`config.mk`:
```
export PLATFORM = sky130hd
export DESIGN_NAME = user_input_ctrl
export DESIGN_NICKNAME = d
export VERILOG_FILES = /design/src/rtl/user_input_ctrl_pkg.sv /design/src/rtl/user_input_ctrl_key_debouncer.sv /design/src/rtl/user_input_ctrl.sv
export SDC_FILE = /design/constraint.sdc
export NUM_CORES = 1
export LEC_CHECK = 0
export CAP_MARGIN = 20
export CORE_MARGIN = 5
export CORE_UTILIZATION = 35
export DETAILED_ROUTE_END_ITERATION = 16
export PLACE_DENSITY = 0.73
export SETUP_SLACK_MARGIN = 0.4
export SLEW_MARGIN = 20
export SYNTH_ARGS = -nofsm -noshare
export SYNTH_HDL_FRONTEND = slang
export SYNTH_SLANG_ARGS = --single-unit
```
`constraint.sdc`:
```
create_clock -name clk -period 1.6 [get_ports clk]
set_clock_uncertainty 0.05 [all_clocks]
set_input_delay 0.32 -clock clk [delete_from_list [all_inputs] [get_ports clk]]
set_output_delay 0.32 -clock clk [all_outputs]
set_load 0.1 [all_outputs]
```
`src/rtl/user_input_ctrl_pkg.sv`:
```
// Shared types and constants for the user input controller and its key debouncer.
// FSM state encoding, key polarity and default debounce length live here.
package user_input_ctrl_pkg;

    typedef enum logic [2:0] {
        ST_IDLE,
        ST_ARM,
        ST_WAIT_PRESS,
        ST_WAIT_RELEASE,
        ST_ACK
    } state_t;

    localparam logic KEY_PRESSED  = 1'b0;
    localparam logic KEY_RELEASED = 1'b1;

    // 10 ms at 50 MHz
    localparam int DEFAULT_DEBOUNCE_CYCLES = 500000;

endpackage

```
`src/rtl/user_input_ctrl_key_debouncer.sv`:
```
// Purpose: synchronise and debounce the active-low confirm key; flag accepted press/release edges.
// Latency: 2+DEBOUNCE_CYCLES cycles pin-to-event (2 cycles when USER_INPUT_DEBOUNCE_EN is undefined).
// Backpressure: none; events are single-cycle strobes coincident with the key_stable update.
module key_debouncer
    import user_input_ctrl_pkg::*;
#(
    parameter int DEBOUNCE_CYCLES = DEFAULT_DEBOUNCE_CYCLES
) (
    input  logic clk,
    input  logic reset,
    input  logic key_raw,
    output logic key_stable,
    output logic press_evt,
    output logic release_evt
);

    logic key_s1;
    logic key_s2;
    logic accept;
    logic key_next;

    always_ff @(posedge clk or negedge reset) begin
        if (!reset) begin
            key_s1 <= KEY_RELEASED;
            key_s2 <= KEY_RELEASED;
        end else begin
            key_s1 <= key_raw;
            key_s2 <= key_s1;
        end
    end

`ifdef USER_INPUT_DEBOUNCE_EN
    localparam int CNT_W = (DEBOUNCE_CYCLES > 1) ? $clog2(DEBOUNCE_CYCLES) : 1;

    logic [CNT_W-1:0] cnt;
    logic             key_q;

    assign accept   = (key_s2 != key_q) && (cnt == CNT_W'(DEBOUNCE_CYCLES - 1));
    assign key_next = key_s2;

    always_ff @(posedge clk or negedge reset) begin
        if (!reset) begin
            cnt   <= '0;
            key_q <= KEY_RELEASED;
        end else if (key_s2 == key_q) begin
            cnt <= '0;
        end else if (accept) begin
            key_q <= key_s2;
            cnt   <= '0;
        end else begin
            cnt <= cnt + 1'b1;
        end
    end

    assign key_stable = key_q;
`else
    // Events fire on the cycle the second sync flop takes the new level.
    assign accept     = (key_s1 != key_s2);
    assign key_next   = key_s1;
    assign key_stable = key_s2;
`endif

    assign press_evt   = accept && (key_next == KEY_PRESSED);
    assign release_evt = accept && (key_next == KEY_RELEASED);

endmodule

```
`src/rtl/user_input_ctrl.sv`:
```
// Purpose: service CPU input requests from switches + debounced confirm key (USER_INPUT_DEBOUNCE_EN enables debounce).
// Latency: value captured on accepted press; input_valid pulses on the accepted release.
// Backpressure: input_wait stalls the CPU while pending; input_req must drop for a cycle between requests.
module user_input_ctrl
    import user_input_ctrl_pkg::*;
#(
    parameter int SW_W            = 4,
    parameter int DATA_W          = 32,
    parameter int DEBOUNCE_CYCLES = DEFAULT_DEBOUNCE_CYCLES
) (
    input  logic              clk,
    input  logic              reset,
    input  logic              halt,
    input  logic              input_req,
    input  logic [SW_W-1:0]   SW,
    input  logic              key_n,
    output logic [DATA_W-1:0] user_input,
    output logic              input_valid,
    output logic              input_wait
);

    logic [SW_W-1:0] sw_s1;
    logic [SW_W-1:0] sw_sync;
    logic            key_stable;
    logic            press_evt;
    logic            release_evt;

    state_t            state;
    state_t            state_nxt;
    logic [DATA_W-1:0] user_input_nxt;
    logic              valid_nxt;
    logic              wait_nxt;

    always_ff @(posedge clk or negedge reset) begin
        if (!reset) begin
            sw_s1   <= '0;
            sw_sync <= '0;
        end else begin
            sw_s1   <= SW;
            sw_sync <= sw_s1;
        end
    end

    key_debouncer #(
        .DEBOUNCE_CYCLES(DEBOUNCE_CYCLES)
    ) u_key_debouncer (
        .clk        (clk),
        .reset      (reset),
        .key_raw    (key_n),
        .key_stable (key_stable),
        .press_evt  (press_evt),
        .release_evt(release_evt)
    );

    always_comb begin
        state_nxt      = state;
        user_input_nxt = user_input;
        valid_nxt      = 1'b0;
        wait_nxt       = input_wait;
        if (halt) begin
            state_nxt = ST_IDLE;
            wait_nxt  = 1'b0;
        end else begin
            unique case (state)
                ST_IDLE: begin
                    if (input_req) begin
                        state_nxt = ST_ARM;
                        wait_nxt  = 1'b1;
                    end
                end
                // A key already held when the request arrives must be released first.
                ST_ARM: begin
                    if (!input_req) begin
                        state_nxt = ST_IDLE;
                        wait_nxt  = 1'b0;
                    end else if (key_stable == KEY_RELEASED) begin
                        state_nxt = ST_WAIT_PRESS;
                    end
                end
                ST_WAIT_PRESS: begin
                    if (!input_req) begin
                        state_nxt = ST_IDLE;
                        wait_nxt  = 1'b0;
                    end else if (press_evt) begin
                        user_input_nxt = DATA_W'(sw_sync);
                        state_nxt      = ST_WAIT_RELEASE;
                    end
                end
                ST_WAIT_RELEASE: begin
                    if (!input_req) begin
                        state_nxt = ST_IDLE;
                        wait_nxt  = 1'b0;
                    end else if (release_evt) begin
                        valid_nxt = 1'b1;
                        wait_nxt  = 1'b0;
                        state_nxt = ST_ACK;
                    end
                end
                ST_ACK: begin
                    if (!input_req) begin
                        state_nxt = ST_IDLE;
                    end
                end
                default: begin
                    state_nxt = ST_IDLE;
                    wait_nxt  = 1'b0;
                end
            endcase
        end
    end

    always_ff @(posedge clk or negedge reset) begin
        if (!reset) begin
            state       <= ST_IDLE;
            user_input  <= '0;
            input_valid <= 1'b0;
            input_wait  <= 1'b0;
        end else begin
            state       <= state_nxt;
            user_input  <= user_input_nxt;
            input_valid <= valid_nxt;
            input_wait  <= wait_nxt;
        end
    end

endmodule

```
# Yosys cells after proc, flatten, opt, wreduce, memory -nomap -nowiden
# Index checks and enable logic that the tools add are counted.
# word_totals
word_cells,49
register_bits,19
# op_classes
reduce_logical,7
eq_ne,12
muxes,20
bitwise_logic,2
# op_table
cell,count
2-to-1 mux 3 bit,9
case mux 3 bit (5 select lines),1
2-to-1 mux 1 bit,9
"inequality test 3 bit, second input constant",3
"inequality test 4 bit, second input constant",2
AND reduction 4 bit,2
"equality test 3 x 2 -> 1 bit, second input constant",2
AND reduction 5 bit,1
"inequality test 4 x 3 -> 1 bit, second input constant",1
case mux 1 bit (4 select lines),1
"equality test 3 x 1 -> 1 bit, second input constant",1
"equality test 3 bit, second input constant",1
logical NOT 3 bit,1
logical AND 1 bit,2
"inequality test 2 bit, second input constant",1
inverter 1 bit,2
OR reduction 2 bit,1
inequality test 1 bit,1

# Longest topological paths before layout
# Gate-level depths: netlist of run 1.
# logic_depth
ltp_word,6
ltp_mapped,5

# Modules after synthesis
# From an unflattened synthesis of run 1, not the netlist that was laid out.
# hier_totals
hier_cells,77
hier_area_um2,905.9
# modules_own_cells
module,area_each_um2,seq_area_each_um2,cells_each,instances
user_input_ctrl,838.3,425.4,73,1
key_debouncer,67.6,52.6,4,1

# Worst setup path before layout of run 1
# No wires, ideal clock.
# synth_path
path_type,register to register
startpoint,reg input_wait (netlist name)
endpoint,reg input_wait
required_time_ns,1.479
path_stages_with_launch,5
n_path_buf,0
setup_slack_ns,-0.131
arrival_time_ns,1.609
path_cell_list,dfrtp_1 > inv_1 > maj3_1 > o32a_1 > nor2_1
# synth_rtl
element,line_no,text
to (signal assigned),user_input_ctrl.sv:122,input_wait <= wait_nxt;
to (decl),user_input_ctrl.sv:19,output logic input_wait

# Final worst setup path of run 1
# layout_path
startpoint,reg u_key_debouncer.key_s2 (netlist: u_key_debouncer.key_stable)
endpoint,reg user_input[2]
# layout_via
elab_chain_len,3
# layout_rtl
element,line_no,text
from (decl),user_input_ctrl_key_debouncer.sv:18,logic key_s2;
from (signal assigned),user_input_ctrl_key_debouncer.sv:28,key_s2 <= key_s1;
inequality test 1 bit,user_input_ctrl_key_debouncer.sv:58,assign accept = (key_s1 != key_s2);
logical AND 1 bit,user_input_ctrl_key_debouncer.sv:63,assign press_evt = accept && (key_next == KEY_PRESSED);
AND reduction 4 bit (no line),n/a,
to (signal assigned),user_input_ctrl.sv:120,user_input <= user_input_nxt;
to (decl),user_input_ctrl.sv:17,"output logic [DATA_W-1:0] user_input,"
# No other way between the ends.
# A chain may end at the register's enable or synchronous reset.

==> results.json, run 1 <==
{
  "status": "finished with violations",
  "violations": "setup timing",
  "grt_max_degree": 20,
  "drt_first_pass_iters": 2,
  "diodes": 0,
  "finalMaxSlewViolations": 0,
  "postLayoutCellArea_sq_mm": 0.00133,
  "die_y_um": 62.4,
  "start_util_pct": 35.8,
  "netlist_area_sq_um": 962,
  "crit_required_ns": 1.73,
  "clk_pin_slew_ns": 0.10,
  "comb_power_share_pct": 44.9,
  "crit_slowest_cell": "dfstp_2",
  "viasPerCell": 4.16,
  "switching_share_pct": 46.0,
  "clock-sinks": 19,
  "htree_levels": 1,
  "clockPowerShare_pct": 16.1,
  "reg2reg_slack_ns": -0.03,
  "synth-seq-cells": 19,
  "r2r-start": "u_key_debouncer.key_stable$_DFF_PN1_",
  "clockBufferDepth": 2,
  "endpoint_kind": "flip-flop",
  "fp.dieW_um": 62.4,
  "drc": 0,
  "ys_seq_area_share_pct": 49.7,
  "ant_nets": 0,
  "wl_per_cell_um": 11.6,
  "dieArea_sq_mm": 0.00390,
  "worst_ep_arrival_time_ns": 1.76,
  "power_density_mw_per_mm2": 1090,
  "startpoint_type": "flip-flop",
  "r2r_end": "user_input[2]$_DFFE_PN0P_",
  "p_int_mw": 0.787,
  "switching_power_mw": 0.669,
  "port_buffers": 14,
  "track_usage_pct": 9.25,
  "cts_tree": "yes",
  "finalCriticalPeriod_ns": 1.63,
  "hold_viol": 0,
  "p_leak_nw": 0.631,
  "via_count": 620,
  "final.setup.worst_slack_ns": -0.0317,
  "hpwl_mm": 1.17,
  "io_pins": 43,
  "cts_buffers": 3,
  "wirelength_mm": 1.72,
  "synth_warnings": 0,
  "fp-row-count": 19,
  "grt_pass1_wl_mm": 2.86,
  "dpl_cell_area_sq_mm": 0.00116,
  "antenna_found_initial": 0,
  "layout-drive-gt1-share_pct": 41.5,
  "dr.first_iter.drc_count": 1,
  "min_path_type": "primary input to asynchronous set/reset pin",
  "ys_types": 25,
  "fmax_mhz": 613,
  "syn_area_per_cell_sq_um": 11.6,
  "crit_fanout": 4,
  "tns_ns": -0.114,
  "p_seq_share_pct": 39.1,
  "setup.worst_path.class": "flip-flop to flip-flop",
  "grt_setup_unrepaired": "true",
  "grt_pass1_vias": 631,
  "max-cap-violations": 0,
  "ir_drop_v": 0.000793,
  "core_sq_mm": 0.00269,
  "setup_viol": 4,
  "r2r_cells": 3,
  "fin_crit_sh_pct": 102,
  "cp_slowest_stage_delay_ns": 0.54,
  "place_congestion": 0.843,
  "final_nets": 128,
  "grt_overflow": 0,
  "crit_chain": "or2b_1, or3_4, mux2_4",
  "root_buffer": "clkbuf_4",
  "area_growth_pct": 38.5,
  "clk_latency_ns": 0.29,
  "synth_cells": 83
}
[Yosys cell counts, drive strengths merged]
| cell | n | area (sq um) |
|---|---|---|
| and4bb | 1 | 12.5 |
| a21o | 1 | 8.76 |
| inv | 2 | 7.51 |
| nor2 | 5 | 18.8 |
| a21oi | 2 | 10.0 |
| dfrtp | 17 | 425 |
| conb | 1 | 3.75 |
| nand2 | 2 | 7.51 |
| a22oi | 2 | 15.0 |
| nand4bb | 1 | 16.3 |
| o21ai | 1 | 5.00 |
| xnor2 | 1 | 8.76 |
| or3 | 1 | 11.3 |
| buf | 29 | 221 |
| maj3 | 1 | 10.0 |
| or2b | 1 | 7.51 |
| nor3b | 1 | 7.51 |
| a31oi | 1 | 6.26 |
| nand2b | 2 | 12.5 |
| nor3 | 3 | 15.0 |
| nor4b | 1 | 8.76 |
| o32a | 1 | 10.0 |
| dfstp | 2 | 52.6 |
| mux2 | 4 | 60.1 |
[logic make-up after synthesis]
logic type | Yosys count | share of synthesized area, %
flip-flops | 19 | 49.7
adder cells (fa/ha/maj) | 1 | 1.04
multiplexers | 4 | 6.24
other | 1 | 0.390
AO/OA/AOI/OAI | 8 | 5.72
XOR/XNOR | 1 | 0.910
AND/OR/NAND/NOR | 18 | 12.2
buffers and inverters | 31 | 23.8
[layout make-up]
| cell class | instances | area, sq um |
|---|---|---|
| multi-input cells | 60 | 415 |
| clock inverters | 1 | 7.51 |
| well taps | 31 | 38.8 |
| inverters | 2 | 7.51 |
| repair buffers | 33 | 360 |
| clock buffers | 3 | 22.5 |
| flip-flops and latches | 19 | 480 |
| fillers | 247 | 1350 |
[worst max-delay path: cells and delay by family, from the launching register on]
family,cells,cell delay (ns)
simple gates,2,0.62
flops,1,0.54
mux,1,0.31
[placed cells by master (no fill, tap or decap), types with 2 or more instances in the layout]
master,netlist,final
nor3_1,3,2
conb_1,1,28
nand2_1,2,2
dfstp_2,2,2
nand2b_4,0,2
nor2_1,5,4
buf_6,1,5
clkdlybuf4s50_1,0,7
dfrtp_2,0,2
mux2_4,4,4
buf_12,0,6
dfrtp_1,17,15
inv_1,2,2
buf_4,28,14
clkbuf_4,0,3
[metrics by stage]
step           util (%)  power (mW)  worst slack, ns  hold WS, ns  cells
5_1_grt            49.6        1.52          -0.0863        0.301    149
6_report           49.6        1.46          -0.0317        0.288    149
3_5_place_dp       43.0        1.18           -0.319        0.286    135
3_3_place_gp       43.0        1.17           -0.287        0.286    135
2_1_floorplan         -        1.11          -0.0216      -0.0256    110
4_1_cts            47.6        1.45          -0.0273        0.281    147
[sequential cells by signal (all words and copies together), names as in the netlist]
signal / flops
input_valid: 1
u_key_debouncer.key_stable: 1
sw_s1: 4
sw_sync: 4
u_key_debouncer.key_next: 1
state: 3
user_input: 4
input_wait: 1
[metal layers]
| metal | wire length (um) | track usage (%) | vias up |
|---|---|---|---|
| met5 | 0 | 0 | - |
| met4 | 34 | 4.77 | 0 |
| met3 | 169 | 2.88 | 2 |
| met2 | 915 | 16.1 | 34 |
| met1 | 605 | 9.98 | 294 |
| li1 | - | - | 290 |
[power groups by stage]
stage | clock, mW | sequential (mW) | combinational (mW)
6_report | 0.234 | 0.569 | 0.653
5_1_grt | 0.264 | 0.577 | 0.678
4_1_cts | 0.250 | 0.565 | 0.636
3_5_place_dp | 0 | 0.576 | 0.603
3_3_place_gp | 0 | 0.572 | 0.596
2_1_floorplan | 0 | 0.660 | 0.447
[repair_timing]
item	in CTS	in global routing
gates cloned	0	0
pin swaps	5	4
setup buffers	8	2
hold endpoints to repair	0	0
hold buffers	0	0
gates resized for setup	8	7
setup endpoints to repair	13	15
[worst max-delay path by stage]
stage	startpoint	endpoint	slack, ns
after global routing	u_key_debouncer.key_stable$_DFF_PN1_	user_input[2]$_DFFE_PN0P_	-0.09
after floorplan	u_key_debouncer.key_stable$_DFF_PN1_	user_input[0]$_DFFE_PN0P_	-0.02
after CTS	u_key_debouncer.key_stable$_DFF_PN1_	user_input[2]$_DFFE_PN0P_	-0.03
after global placement	halt	user_input[2]$_DFFE_PN0P_	-0.29
after detailed placement	halt	user_input[2]$_DFFE_PN0P_	-0.32
final	u_key_debouncer.key_stable$_DFF_PN1_	user_input[2]$_DFFE_PN0P_	-0.03
Note: power is estimated with default switching activity, not from simulation.
==> inputs of run 2 (changes only) <==
--- a/config.mk
+++ b/config.mk
@@ -6,10 +6,11 @@
 export NUM_CORES = 1
 export LEC_CHECK = 0
 export CAP_MARGIN = 20
+export CORE_ASPECT_RATIO = 1.4
 export CORE_MARGIN = 5
 export CORE_UTILIZATION = 35
 export DETAILED_ROUTE_END_ITERATION = 16
-export PLACE_DENSITY = 0.73
+export PLACE_DENSITY = 0.7
 export SETUP_SLACK_MARGIN = 0.4
 export SLEW_MARGIN = 20
 export SYNTH_ARGS = -nofsm -noshare
==> constraint.sdc (replaced) <==
create_clock -name clk -period 1.8 [get_ports clk]
set_clock_uncertainty 0.05 [all_clocks]
set_input_delay 0.36 -clock clk [delete_from_list [all_inputs] [get_ports clk]]
set_output_delay 0.36 -clock clk [all_outputs]
set_load 0.1 [all_outputs]
==> results.json, run 2 (synthesized netlist as in run 1, its figures left out) <==
{
  "status": "complete, no violations",
  "ir_drop_v": 0.000576,
  "final_cell_mix": "conb_1 (28), dfrtp_1 (14), buf_4 (11)",
  "clk_latency_ns": 0.29,
  "antenna_found_initial": 0,
  "dr.first_iter.drc_count": 4,
  "finalCriticalPeriod_ns": 1.61,
  "port_buffers": 14,
  "r2r-start": "u_key_debouncer.key_stable$_DFF_PN1_",
  "multi_input_area_sq_um": 388,
  "cts_buffers": 3,
  "hpwl_mm": 1.12,
  "worst_ep_arrival_time_ns": 1.74,
  "layout.area.seq_sq_um": 482,
  "setup.worst_path.class": "flip-flop to flip-flop",
  "cts_tree": "yes",
  "wl_per_cell_um": 10.9,
  "die_y_um": 72.0,
  "ant_nets": 0,
  "p_leak_nw": 0.586,
  "power_density_mw_per_mm2": 1010,
  "grt_setup_unrepaired": "true",
  "io_pins": 43,
  "fp-row-count": 22,
  "wirelength_mm": 1.61,
  "final_common_cell": "conb_1",
  "nFillCells": 244,
  "endpoint_kind": "flip-flop",
  "min_path_cells": 0,
  "crit_end": "user_input[2]$_DFFE_PN0P_",
  "track_usage_pct": 8.10,
  "final_nets": 122,
  "clk_pin_slew_ns": 0.11,
  "final_cells": 148,
  "start_util_pct": 36.4,
  "startpoint_type": "flip-flop",
  "clock-sinks": 19,
  "grt_overflow": 0,
  "place_inst": 136,
  "crit_fanout": 4,
  "ctsHoldBuffers": 0,
  "drt_first_pass_iters": 2,
  "via_count": 594,
  "clockBufferDepth": 2,
  "root_buffer": "clkbuf_4",
  "core_sq_mm": 0.00264,
  "grt_max_degree": 20,
  "top_regs": "sw_s1: 4 flops, sw_sync: 4 flops, user_input: 4 flops",
  "r2r_cells": 3,
  "fmax_mhz": 622,
  "diodes": 0,
  "max-cap-violations": 0,
  "min_path_type": "flip-flop to flip-flop",
  "hold_viol": 0,
  "critPathLaunch": "u_key_debouncer.key_stable$_DFF_PN1_",
  "grt_pass1_wl_mm": 2.33,
  "place_congestion": 0.689,
  "tns_ns": 0,
  "grt_pass1_vias": 528,
  "crit_required_ns": 1.93,
  "dieArea_sq_mm": 0.00391,
  "fp.dieW_um": 54.3,
  "drc": 0,
  "layout-drive-gt1-share_pct": 35.7,
  "htree_levels": 1,
  "fin_crit_sh_pct": 89.3,
  "r2r_end": "user_input[2]$_DFFE_PN0P_",
  "setup_viol": 0,
  "finalMaxSlewViolations": 0,
  "area_growth_pct": 30.3,
  "reg2reg_slack_ns": 0.19,
  "viasPerCell": 4.01
}
==> run 2: changes by cell type in the layout (fill, tap and decap cells not counted), sizes merged <==
| cell | delta |
|---|---|
| clkinv | +1 |
| clkinvlp | -1 |
| buf | -6 |
==> run 2: critical path: stages, from the launching register on <==
cell,delay (ns)
dfstp_2,0.54
or2b_1,0.23
or3_4,0.37
mux2_4,0.31
==> run 2: layout make-up <==
type                            count  area share, %
Timing Repair Buffer               27           24.3
Inverter                            2          0.599
Tap cell                           36           3.59
Clock buffer                        3           1.80
Clock inverter                      1          0.399
Sequential cell                    19           38.4
Multi-Input combinational cell     60           30.9
==> run 2: report_power, final <==
group          switching [mW]  internal (mW)
logic                   0.418          0.134
clock network           0.124         0.0824
registers              0.0441          0.464
==> run 2: worst min path at each step <==
stage,to,slack [ns],from
detailed placement,sw_sync[1]$_DFF_PN0_,0.28,sw_s1[1]$_DFF_PN0_
global placement,sw_sync[1]$_DFF_PN0_,0.28,sw_s1[1]$_DFF_PN0_
global route,sw_sync[3]$_DFF_PN0_,0.33,sw_s1[3]$_DFF_PN0_
floorplan,input_valid$_DFF_PN0_,0.01,reset
CTS,sw_sync[1]$_DFF_PN0_,0.31,sw_s1[1]$_DFF_PN0_
finish,sw_sync[2]$_DFF_PN0_,0.31,sw_s1[2]$_DFF_PN0_
==> run 2: metal layers <==
layer / part of all wire (%) / routed length [um] / vias up / global-route usage, %
li1: - / - / 277 / -
met1: 35 / 561 / 284 / 9.52
met2: 55 / 879 / 31 / 13.7
met3: 8.8 / 142 / 2 / 2.46
met4: 1.5 / 24 / 0 / 2.49
met5: 0 / 0 / - / 0
==> run 2: timing repair <==
action / in CTS / in global routing
setup buffers: 5 / 3
pin swaps: 4 / 4
setup endpoints to repair: 6 / 7
resized for setup: 5 / 5
==> run 2: through the flow <==
stage | instance area [sq um] | setup slack [ns] | util (%) | power [mW] | hold WS (ns)
floorplan | 1060 | 0.178 | - | 0.981 | 0.0144
global placement | 1130 | -0.132 | 42.6 | 1.03 | 0.285
detailed placement | 1130 | -0.166 | 42.6 | 1.04 | 0.285
CTS | 1210 | 0.185 | 45.8 | 1.26 | 0.309
global route | 1250 | 0.153 | 47.4 | 1.33 | 0.329
finish | 1250 | 0.193 | 47.4 | 1.27 | 0.309
==> inputs of run 3 (changes only) <==
--- a/config.mk
+++ b/config.mk
@@ -9,6 +9,7 @@
 export CORE_ASPECT_RATIO = 1.4
 export CORE_MARGIN = 5
 export CORE_UTILIZATION = 35
+export CTS_BUF_LIST = sky130_fd_sc_hd__clkbuf_2 sky130_fd_sc_hd__clkbuf_4 sky130_fd_sc_hd__clkbuf_8
 export DETAILED_ROUTE_END_ITERATION = 16
 export PLACE_DENSITY = 0.7
 export SETUP_SLACK_MARGIN = 0.4
==> results of run 3 <==
The final DEF is identical to that of run 2; final timing and power are the same.
